File: config.mk
export PLATFORM = sky130hd
export DESIGN_NAME = btn_debounce
export DESIGN_NICKNAME = d
export VERILOG_FILES = /design/src/rtl/btn_debounce.sv
export SDC_FILE = /design/constraint.sdc
export NUM_CORES = 1
export LEC_CHECK = 0
export BUFFER_PORTS_ARGS = -buffer_cell sky130_fd_sc_hd__buf_2
export CORE_MARGIN = 2
export CORE_UTILIZATION = 40
export DETAILED_ROUTE_END_ITERATION = 12
export GPL_TIMING_DRIVEN = 0
export PLACE_DENSITY = 0.56
export SYNTH_ARGS = -nofsm -noshare
export SYNTH_HDL_FRONTEND = slang
export SYNTH_SLANG_ARGS = --single-unit
File: constraint.sdc
create_clock -name clk -period 4.8 [get_ports clk]
set_input_delay 0.96 -clock clk [delete_from_list [all_inputs] [get_ports clk]]
set_output_delay 0.96 -clock clk [all_outputs]
set_load 0.1 [all_outputs]
File: src/rtl/btn_debounce.sv
// Push-button conditioner: 2-flop synchronizer, debounce FSM, level plus press/release/long/repeat pulses.
// Optional auto-repeat pulses are enabled by defining BTN_AUTOREPEAT_EN.
module btn_debounce #(
  parameter int unsigned DEBOUNCE_CYCLES = 1000000,
  parameter int unsigned LONG_CYCLES     = 100000000,
  parameter int unsigned REPEAT_CYCLES   = 20000000,
  parameter bit          ACTIVE_LEVEL    = 1'b1
) (
  input  logic clk,
  input  logic rst,
  input  logic btn_in,
  output logic btn_level,
  output logic btn_press,
  output logic btn_release,
  output logic btn_long,
  output logic btn_repeat
);

  localparam logic [31:0] DB_LAST   = 32'(DEBOUNCE_CYCLES - 1);
  localparam logic [31:0] LONG_LAST = 32'(LONG_CYCLES - 1);
`ifdef BTN_AUTOREPEAT_EN
  localparam logic [31:0] RP_LAST   = 32'(REPEAT_CYCLES - 1);
`endif

  typedef enum logic [2:0] {
    IDLE,
    PRESS_DB,
    HELD,
    LONG_HELD,
    RELEASE_DB
  } state_t;

  state_t      state, state_next;
  logic        sync1, sync2;
  logic        raw, raw_s;
  logic [31:0] cnt, cnt_next;
  logic        was_long, was_long_next;
  logic        level_next, press_next, release_next, long_next, repeat_next;

  assign raw   = (btn_in == ACTIVE_LEVEL);
  assign raw_s = sync2;

  // State register together with every registered output and datapath flop.
  always_ff @(posedge clk or posedge rst) begin
    if (rst) begin
      sync1       <= 1'b0;
      sync2       <= 1'b0;
      state       <= IDLE;
      cnt         <= '0;
      was_long    <= 1'b0;
      btn_level   <= 1'b0;
      btn_press   <= 1'b0;
      btn_release <= 1'b0;
      btn_long    <= 1'b0;
      btn_repeat  <= 1'b0;
    end else begin
      sync1       <= raw;
      sync2       <= sync1;
      state       <= state_next;
      cnt         <= cnt_next;
      was_long    <= was_long_next;
      btn_level   <= level_next;
      btn_press   <= press_next;
      btn_release <= release_next;
      btn_long    <= long_next;
      btn_repeat  <= repeat_next;
    end
  end

  // Next-state logic; release wins over a long timeout on the same edge.
  always_comb begin
    state_next = state;
    case (state)
      IDLE: begin
        if (raw_s) state_next = PRESS_DB;
      end
      PRESS_DB: begin
        if (!raw_s)              state_next = IDLE;
        else if (cnt == DB_LAST) state_next = HELD;
      end
      HELD: begin
        if (!raw_s)                state_next = RELEASE_DB;
        else if (cnt == LONG_LAST) state_next = LONG_HELD;
      end
      LONG_HELD: begin
        if (!raw_s) state_next = RELEASE_DB;
      end
      RELEASE_DB: begin
        if (raw_s)               state_next = was_long ? LONG_HELD : HELD;
        else if (cnt == DB_LAST) state_next = IDLE;
      end
      default: state_next = IDLE;
    endcase
  end

  // Counter, long-hold memory and next values of the registered outputs.
  always_comb begin
    cnt_next      = '0;
    was_long_next = was_long;
    press_next    = 1'b0;
    release_next  = 1'b0;
    long_next     = 1'b0;
    repeat_next   = 1'b0;
    level_next    = (state_next == HELD) || (state_next == LONG_HELD) ||
                    (state_next == RELEASE_DB);

    if (state_next != state) begin
      cnt_next = '0;
      if (state == PRESS_DB && state_next == HELD) begin
        press_next    = 1'b1;
        was_long_next = 1'b0;
      end
      if (state == HELD && state_next == LONG_HELD) begin
        long_next     = 1'b1;
        was_long_next = 1'b1;
      end
      if (state == RELEASE_DB && state_next == IDLE) begin
        release_next = 1'b1;
      end
    end else begin
      case (state)
        PRESS_DB, HELD, RELEASE_DB: cnt_next = cnt + 32'd1;
        LONG_HELD: begin
`ifdef BTN_AUTOREPEAT_EN
          if (cnt == RP_LAST) begin
            cnt_next    = '0;
            repeat_next = 1'b1;
          end else begin
            cnt_next = cnt + 32'd1;
          end
`else
          cnt_next = cnt;
`endif
        end
        default: cnt_next = '0;
      endcase
    end
  end

endmodule

==> Word-level counts from Yosys, hierarchy flattened <==
Index checks and enable logic that the tools add are counted.
{ "word_totals": {"ff_bits": 42, "inputBits": 3, "output_inout_bits": 5, "wordCells": 51} }
{ "op_classes": {"add_sub_neg": 1, "n_eq_ne": 11, "muxes": 20, "n_reduce_logical": 10} }
{ "op_table": {"columns": ["operator", "n"], "rows": [
  ["one-hot mux 32 bit (2 select lines)", 1],
  ["adder 32 x 1 -> 32 bit (second input constant)", 1],
  ["== test 32 x 20 -> 1 bit (second input constant)", 1],
  ["== test 32 x 27 -> 1 bit (second input constant)", 1],
  ["two-way mux 32 bit", 1],
  ["two-way mux 3 bit", 8],
  ["one-hot mux 3 bit (5 select lines)", 1],
  ["== test 3 x 2 -> 1 bit (second input constant)", 4],
  ["two-way mux 1 bit", 9],
  ["== test 3 bit (second input constant)", 2],
  ["zero test 3 bit", 2],
  ["== test 3 x 1 -> 1 bit (second input constant)", 1],
  ["logical AND 1 bit", 3],
  ["inequality test 3 bit", 1],
  ["OR reduction 3 bit", 1],
  ["logical OR 1 bit", 2],
  ["inequality test 2 bit (second input constant)", 1],
  ["AND reduction 2 bit", 1],
  ["nonzero test 2 bit", 1]
]} }

==> Longest topological paths before layout <==
Gate-level depths: netlist (run 1).
{ "logic_depth": {"word_depth": 8, "ltp_mapped": 8, "mapped_depth_nobuf": 6} }

==> Worst setup path after synthesis (run 1) <==
OpenSTA, ideal clock, no wires.
{ "synth_timing": {"path_kind": "register -> output", "startpoint": "reg btn_level", "endpoint": "out btn_level", "t_arrival_ns": 0.883, "required_time_ns": 3.840, "path_slack_ns": 2.957, "stages_incl_launch_ff": 1, "n_path_buf": 0, "cell_sequence": "dfrtp_1"} }
{ "synth_rtl": {"columns": ["item", "line_no", "rtl"], "rows": [
  ["start, declared", "12", "output logic btn_level,"],
  ["start signal, assigned", "62", "btn_level <= level_next;"]
]} }
No word-level cell between the ends.

==> Worst setup path in the final report (run 1) <==
{ "layout_timing": {"startpoint": "reg cnt[0]", "endpoint": "reg cnt[10]"} }
{ "layout_via": {"elab_chain_cells": 6, "elab_cells_between_ends": 14, "classes_between": "add/sub: 1; eq/ne: 4; mux: 9"} }
{ "layout_lines": {"columns": ["item", "line_no", "rtl"], "rows": [
  ["start, declared", "36", "logic [31:0] cnt, cnt_next;"],
  ["start signal, assigned", "60", "cnt <= cnt_next;"],
  ["branches (longest 6 deep; another with adder 32 x 1 -> 32 bit)", null, null]
]} }
Parallel ways; which one is timed is not known.
A chain may end at the register's enable or synchronous reset.

==> results_dict.tcl, run 1 <==
set metrics [dict create \
    fin_crit_ns 2.36 \
    cp.arrival_ns 2.54 \
    cts_resized 0 \
    placed_area_um2 2580 \
    nets 293 \
    p_int_w 0.000527 \
    startpoint "cnt[0]" \
    cts_max_path_buffers 2 \
    clkPwrFrac_pct 40.9 \
    synth.top_cells.by_count "42 x dfrtp_1, 24 x nand2_1, 23 x nor3_1" \
    drc 0 \
    routedWlPerCell_um 17.6 \
    globalRouteMet1Util_pct 29.6 \
    initial_core_util_pct 41.2 \
    finalSetupViolCount 0 \
    dr_total_vias 2191 \
    via_per_inst 6.00 \
    drive_gt1_share_pct 10.7 \
    crit_path_end_kind "flop" \
    fp-row-count 28 \
    ys.warnings.count 0 \
    leakage_nw 1.04 \
    ioPinCount 8 \
    power_density_nw_per_um2 264 \
    drv_slew 0 \
    synth_ff_type "dfrtp_1" \
    slew_headroom_pct 47.4 \
    grt.overflow.total 0 \
    reg2reg_to "cnt[10]" \
    cp_cell_sequence "ha_1 -> and3_1 -> nand4_1 -> nor4_1 -> o22a_2 -> buf_4 -> nor3_1" \
    clk_pin_slew_ns 0.09 \
    stdcell_area_um2 2690 \
    cts_root_buf "clkbuf_8" \
    worst-path-max-fanout 10 \
    max_stage_delay_ns 0.53 \
    critPathSlowestCell "nor4_1" \
    synth_edf_count 0 \
    tightest_slew_ns 0.782 \
    grt_pass1_vias 2119 \
    grt_max_degree 23 \
    muxShareOfSynthArea_pct 0 \
    cts_sinks 42 \
    drt-pass1-iter-count 5 \
    synth_compound_area_share_pct 15.2 \
    critPathRequiredTime_ns 4.97 \
    synth_most_common_cell "dfrtp_1" \
    synth_top_family_by_area "simple AND/OR/NAND/NOR gates" \
    routed_wirelength_um 6430 \
    cts_tree "built" \
    fp.coreArea_um2 5890 \
    fin_tns_setup_ns 0 \
    syn_area_per_cell_um2 8.82 \
    synthXorXnorAreaFrac_pct 4.69 \
    syn_nets 279 \
    hold_viol_final 0 \
    cts-htree-levels 2 \
    fin_crit_sh_pct 49.2 \
    grt_usage_pct 21.6 \
    rsz0062_at_grt "false" \
    routabilityCongestion 0.849 \
    grt_pass1_wl_um 10900 \
    syn_area_um2 2430 \
    rr_worst_depth 7 \
    final_antenna_net_count 0 \
    fill_cells 574 \
    combPwrFrac_pct 8.6 \
    power_switching_w 0.000182 \
    yosys.area.top_type_share_pct 43.3 \
    irDropWorstVdd_mv 0.110 \
    synth-simple-area-share_pct 31.8 \
    synth.distinct_cells 48 \
    swShare_pct 25.6 \
    grt_busiest_layer "met2" \
    die_w_um 81.9 \
    die_y_um 81.9 \
    r2r-start "cnt[0]" \
    dpl.hpwl_um 4530 \
    synth_cells 275 \
    crit_path_start_kind "flop" \
    crit_type "flop to flop" \
    io_buffer_count 6 \
    status "finished, final reports clean" \
    fmax_mhz 423 \
    use_met3_pct 3.85 \
    cap_violations 0 \
    cts_setup_buffers 0 \
    skew_ns 0.00775 \
    synth_fa_ha_area_share_pct 0.516 \
    holdBufCountCts 0 \
    dieArea_um2 6700 \
    clock_latency_ns 0.31 \
    area_delta_synth_final_pct 10.9 \
    gr-usage-met2_pct 34.3 \
    ys_ff_latch 42 \
    yosysSeqAreaShare_pct 43.3 \
    r2r_slack_ns 2.44 \
    antennaDiodeCount 0 \
    crit_path_end "cnt[10]" \
    numCtsBuffers 5 \
    hp-class "flop to flop" \
    p_seq_share_pct 50.5 \
    antenna_found_initial 0 \
    ys_top_cells_by_area "dfrtp_1 43%, nor3_1 4.7%, a21oi_1 4.1%, nand4_1 3.9%, nand2_1 3.7%" \
    async_flop_share_pct 100 \
    drtIter0Drc 171 \
    synth_top_area_cell "dfrtp_1" \
]
==> through the flow <==
step / worst slack, ns / std cells / total power [W] / hold slack [ns] / util (%)
final: 2.44 / 365 / 0.000709 / 0.359 / 45.7
after global routing: 2.28 / 365 / 0.000741 / 0.377 / 45.7
after CTS: 2.45 / 365 / 0.000715 / 0.364 / 45.7
after detailed placement: 2.48 / 357 / 0.000426 / 0.342 / 43.8
after global placement: 2.23 / 356 / 0.000423 / 0.332 / 43.3
after floorplan: 2.87 / 275 / 0.000406 / 0.331 / -
==> cell usage in the layout (no fill, tap or decap), drive strengths merged, types with 3 or more instances in the layout <==
master  netlist  layout
a31oi         8       8
buf           8      15
inv           5       5
clkbuf       10      15
xor2          8       8
or3           5       5
nor4         12      12
or4b          3       3
dfrtp        42      42
nor2         19      19
nand2        25      25
xnor2         5       5
nor3         24      24
o21ai        19      19
nand4        17      17
or4           5       5
a21oi        20      20
and4          6       6
nand3         5       5
and3          3       3
==> registers in the layout (all words and copies together) (netlist names) <==
register,flops
cnt,32
state,3
btn_level,1
btn_long,1
btn_press,1
btn_release,1
raw_s,1
sync1,1
was_long,1
==> per-layer routing <==
layer	up-vias	share of wire (%)
met5	-	0
li1	1051	-
met2	67	47
met1	1063	46
met3	10	5.4
met4	0	1.6
==> worst min path at each step <==
stage,start,endpoint,slack [ns],cells past startpoint
after global routing,sync1,raw_s,0.38,0
after detailed placement,sync1,raw_s,0.34,0
after CTS,sync1,raw_s,0.36,0
after floorplan,sync1,raw_s,0.33,0
final,sync1,raw_s,0.36,0
after global placement,sync1,raw_s,0.33,0
==> layout make-up <==
| type | count | area [µm²] | area share [%] |
|---|---|---|---|
| multi-input combinational | 210 | 1270 | 47.1 |
| sequential | 42 | 1050 | 39.1 |
| tap | 75 | 93.8 | 3.49 |
| buffer | 18 | 87.6 | 3.25 |
| clock buffer | 5 | 68.8 | 2.56 |
| timing repair buffer | 7 | 57.6 | 2.14 |
| clock inverter | 3 | 45.0 | 1.67 |
| inverter | 5 | 18.8 | 0.697 |
==> power groups by stage <==
stage	registers, W	clock network, W	logic, W
global route	0.000359	0.000314	0.0000676
finish	0.000359	0.000290	0.0000607
detailed placement	0.000366	0	0.0000608
CTS	0.000359	0.000296	0.0000609
floorplan	0.000365	0	0.0000409
global placement	0.000366	0	0.0000579
==> cells by family after synthesis <==
logic type	count (synthesis)
AOI/OAI and AO/OA	62
adders and majority gates	1
other	1
xor gates and xnor gates	13
and+or+nand+nor	133
buffers and inverters	23
DFF	42
==> worst max-delay path: cells and delay by family, from the launching register on <==
kind | cells | cell delay (ns)
simple gates | 4 | 1.06
flops | 1 | 0.43
compound gates | 1 | 0.30
buf+inv | 1 | 0.23
fa+ha+maj | 1 | 0.22
(Power assumes the default switching activity.)
==> inputs of run 2 (changes only) <==
- clock period: 4.8 -> 2.2 ns (I/O delays scaled with it)
==> run 2 against run 1 <==
Compared with the run above:
- final cell count increased by 0.82%
- non-clock buffer count grew 3
- clock skew about the same
- core utilization rose by 2.0 points
- via count is 1.0% higher
- critical path type unchanged
==> results_dict.tcl, run 2 (same netlist as run 1, synthesis figures left out) <==
set metrics [dict create \
    drv_slew 0 \
    via_per_inst 6.02 \
    cts_tree "built" \
    drt-pass1-iter-count 4 \
    cts_max_path_buffers 2 \
    cts-htree-levels 2 \
    hp-class "input port to asynchronous set/reset pin" \
    ioPinCount 8 \
    hold_viol_final 0 \
    final_antenna_net_count 0 \
    top_regs "cnt: 32 flops, state: 3 flops" \
    cts_root_buf "clkbuf_8" \
    fmax_mhz 487 \
    irDropWorstVdd_mv 0.243 \
    critPathRequiredTime_ns 2.37 \
    dpl.hpwl_um 4530 \
    gr-usage-met2_pct 34.1 \
    globalRouteMet1Util_pct 30.1 \
    crit_path_start_kind "flop" \
    largest_reg_flops 32 \
    area_delta_synth_final_pct 15.7 \
    grt_pass1_vias 2143 \
    grt_max_degree 23 \
    largest-register "cnt" \
    antennaDiodeCount 0 \
    routedWlPerCell_um 18.1 \
    leakage_nw 1.13 \
    clock_latency_ns 0.31 \
    finalSetupViolCount 0 \
    tightest_slew_ns 0.586 \
    grt_usage_pct 21.8 \
    io_buffer_count 6 \
    routabilityCongestion 0.849 \
    drc 0 \
    crit_path_end "cnt[10]" \
    startpoint "cnt[0]" \
    clk_pin_slew_ns 0.09 \
    mostFrequentLayoutCells "42 x dfrtp_1, 24 x nand2_1, 22 x nor3_1" \
    r2r-start "cnt[0]" \
    reg2reg_to "cnt[10]" \
    grt_pass1_wl_um 11000 \
    cts_sinks 42 \
    cap_violations 0 \
    holdBufCountCts 0 \
    dr_total_vias 2214 \
    crit_type "flop to flop" \
    routed_wirelength_um 6680 \
    slew_headroom_pct 60.9 \
    grt_busiest_layer "met2" \
    fill_cells 560 \
    skew_ns 0.00771 \
    drive_gt1_share_pct 16.0 \
    fin_crit_ns 2.05 \
    drtIter0Drc 150 \
    power_density_nw_per_um2 553 \
    antenna_found_initial 0 \
    numCtsBuffers 5 \
    use_met3_pct 3.85 \
    die_w_um 81.9 \
    dieArea_um2 6700 \
    fin_crit_sh_pct 93.3 \
    die_y_um 81.9 \
    initial_core_util_pct 41.2 \
    cp.arrival_ns 2.23 \
    grt.overflow.total 0 \
    nets 296 \
    rr_worst_depth 8 \
    fp.coreArea_um2 5890 \
    fp-row-count 28 \
    status "finished, final reports clean" \
    crit_path_end_kind "flop" \
    final_core_util_pct 47.7 \
    r2r_slack_ns 0.15 \
    worst-path-max-fanout 10 \
    hold-worst-slack_ns 0.151 \
    mostFrequentLayoutCell "dfrtp_1" \
]
run 2: power breakdown:
group | leakage, nW | internal (W) | total [W] | switching [W]
sequential | 0.580 | 0.000777 | 0.000782 | 0.00000511
clock | 0.0504 | 0.000338 | 0.000637 | 0.000299
combinational | 0.500 | 0.0000365 | 0.000134 | 0.0000972
run 2: critical path: stages (launching register included):
cell     delay [ns]
dfrtp_1        0.43
ha_1           0.22
and3_1         0.24
nand4_1        0.11
buf_4          0.19
nor4_4         0.17
o22a_2         0.26
buf_4          0.23
nor3_1         0.08
run 2: final cells by class:
cell class	count	area (µm²)	share of cell area [%]
Buffer	17	88.8	3.17
Clock buffer	5	68.8	2.45
Clock inverter	3	45.0	1.60
Inverter	5	18.8	0.669
Multi-Input combinational cell	210	1340	47.7
Sequential cell	42	1050	37.4
Tap cell	75	93.8	3.34
Timing Repair Buffer	11	100	3.57
run 2: metrics by stage:
| step | area (µm²) | power [W] | cells | TNS (ns) | setup slack, ns |
|---|---|---|---|---|---|
| detailed placement | 2580 | 0.000930 | 357 | -2.87 | -0.123 |
| global placement | 2550 | 0.000924 | 356 | -2.61 | -0.110 |
| CTS | 2720 | 0.00156 | 365 | 0 | 0.0317 |
| finish | 2810 | 0.00155 | 368 | 0 | 0.148 |
| floorplan | 2430 | 0.000886 | 275 | 0 | 0.366 |
| global route | 2810 | 0.00162 | 368 | -0.0154 | -0.00877 |
run 2: repair_timing:
| action | in CTS | in global routing |
|---|---|---|
| setup endpoints to repair | 30 | 32 |
| hold endpoints to repair | 0 | 0 |
| pin swaps | 2 | 3 |
| setup buffers | 0 | 4 |
| gates resized for setup | 6 | 11 |
run 2: worst min path at each step:
stage	end	slack (ns)
floorplan	raw_s	0.33
finish	sync1	0.15
detailed placement	raw_s	0.34
CTS	sync1	0.17
global route	sync1	0.18
global placement	raw_s	0.33
run 2: per-layer routing:
metal  share of wire, %  vias up
met2                 48       55
met3                4.2       12
li1                   -     1065
met5                  0        -
met1                 46     1082
met4                1.7        0
==> inputs of run 3 (changes only) <==
==> constraint.sdc (replaced) <==
create_clock -name clk -period 2.2 [get_ports clk]
set_input_delay 0.22 -clock clk [delete_from_list [all_inputs] [get_ports clk]]
set_output_delay 0.22 -clock clk [all_outputs]
set_load 0.1 [all_outputs]
==> run 3 against run 2 <==
Compared with the run above:
- die area stayed put
- setup slack worse by 0.011 ns
- sequential share of layout area is 0.27 points lower
- clock skew hardly changed
- global-route usage hardly changed
- non-clock buffer count is 2 higher
- clock power hardly changed
- routed wire length hardly changed
==> results_dict.tcl, run 3 (same netlist as run 1, synthesis figures left out) <==
set metrics [dict create \
    area_delta_synth_final_pct 16.5 \
    dp.cells 357 \
    mostFrequentLayoutCell "dfrtp_1" \
    worst-path-max-fanout 10 \
    critPathRequiredTime_ns 2.37 \
    tightest_slew_ns 0.589 \
    cap_violations 0 \
    grt_max_degree 23 \
    dieArea_um2 6700 \
    hold-worst-slack_ns 0.359 \
    die_w_um 81.9 \
    routed_wirelength_um 6680 \
    hold_viol_final 0 \
    clk_pin_slew_ns 0.09 \
    skew_ns 0.00785 \
    crit_type "flop to flop" \
    drive_gt1_share_pct 15.9 \
    grt.overflow.total 0 \
    ioPinCount 8 \
    numCtsBuffers 5 \
    crit_path_start_kind "flop" \
    placed_area_um2 2580 \
    largest-register "cnt" \
    dpl.hpwl_um 4530 \
    power_density_nw_per_um2 550 \
    cts-htree-levels 2 \
    status "finished, final reports clean" \
    fin_crit_sh_pct 93.8 \
    dr_total_vias 2214 \
    routedWlPerCell_um 18.0 \
    grt_pass1_wl_um 11000 \
    fin_crit_ns 2.06 \
    io_buffer_count 6 \
    cp.arrival_ns 2.24 \
    final_antenna_net_count 0 \
    cts_root_buf "clkbuf_8" \
    antennaDiodeCount 0 \
    fmax_mhz 485 \
    antenna_found_initial 0 \
    die_y_um 81.9 \
    drc 0 \
    largest_reg_flops 32 \
    crit_path_end_kind "flop" \
    nets 298 \
    grt_usage_pct 21.7 \
    finalSetupViolCount 0 \
    drtIter0Drc 138 \
    top_regs "cnt: 32 flops, state: 3 flops" \
    cts_tree "built" \
    stdcell_area_um2 2830 \
    slew_headroom_pct 60.7 \
    routabilityCongestion 0.849 \
    grt_pass1_vias 2139 \
    fill_cells 558 \
    drv_slew 0 \
    leakage_nw 1.14 \
    cts_max_path_buffers 2 \
    clock_latency_ns 0.31 \
    irDropWorstVdd_mv 0.243 \
    fp-row-count 28 \
    mostFrequentLayoutCells "42 x dfrtp_1, 24 x nand2_1, 22 x nor3_1" \
    instances_no_fill 370 \
    via_per_inst 5.98 \
    fp.coreArea_um2 5890 \
    initial_core_util_pct 41.2 \
    cts_sinks 42 \
    drt-pass1-iter-count 4 \
    hp-class "flop to flop" \
]
==> run 3: what timing repair did <==
action / in CTS / in global routing
hold buffers: 1 / 1
endpoints found under the setup margin: 30 / 32
buffers inserted: 0 / 4
hold endpoints to repair: 21 / 1
gates resized for setup: 6 / 11
pin swaps: 2 / 3
==> run 3: per-stage QoR <==
step,setup slack [ns],util (%),TNS [ns],power [W]
global placement,-0.110,43.3,-2.61,0.000924
floorplan,0.366,-,0,0.000886
finish,0.137,48.0,0,0.00155
global route,-0.00877,48.0,-0.0154,0.00162
CTS,0.0317,46.3,0,0.00156
detailed placement,-0.123,43.8,-2.87,0.000930
==> run 3: final timing paths <==
| check | from | endpoint | slack [ns] | cells after the start |
|---|---|---|---|---|
| min | sync1 | raw_s | 0.36 | 0 |
| max reg2reg | cnt[6] | cnt[10] | 0.14 | 6 |
| min in group asynchronous | rst | sync1 | 0.48 | 3 |
| min reg2reg | sync1 | raw_s | 0.36 | 0 |
| max in group asynchronous | rst | cnt[14] | 1.24 | 4 |
| max | cnt[6] | cnt[10] | 0.14 | 6 |
==> run 3: area by class of cell <==
cell class,instances,area [µm²],area share [%]
Clock inverter,3,45.0,1.59
Tap cell,75,93.8,3.32
Multi-Input combinational cell,210,1340,47.4
Sequential cell,42,1050,37.2
Clock buffer,5,68.8,2.43
Timing Repair Buffer,13,120,4.25
Inverter,5,18.8,0.664
Buffer,17,88.8,3.14
==> run 3: routing by layer <==
layer	vias up	wire, µm	part of all wire, %	GRT usage (%)
met3	8	297	4.4	3.85
met2	52	3210	48	34.1
met5	-	0	0	0
li1	1071	-	-	-
met1	1083	3090	46	30.0
met4	0	79	1.2	7.83
==> run 3: report_power, final <==
group / switching, W / total (W) / internal [W]
clock: 0.000297 / 0.000635 / 0.000338
sequential: 0.00000509 / 0.000782 / 0.000777
combinational: 0.0000978 / 0.000137 / 0.0000388
==> run 3: worst max-delay path, cell delays in order (launching register included) <==
cell     delay (ns)
dfrtp_1        0.53
and4_2         0.33
nand4_1        0.16
nor4_4         0.34
o22a_2         0.26
buf_4          0.23
nor3_1         0.08
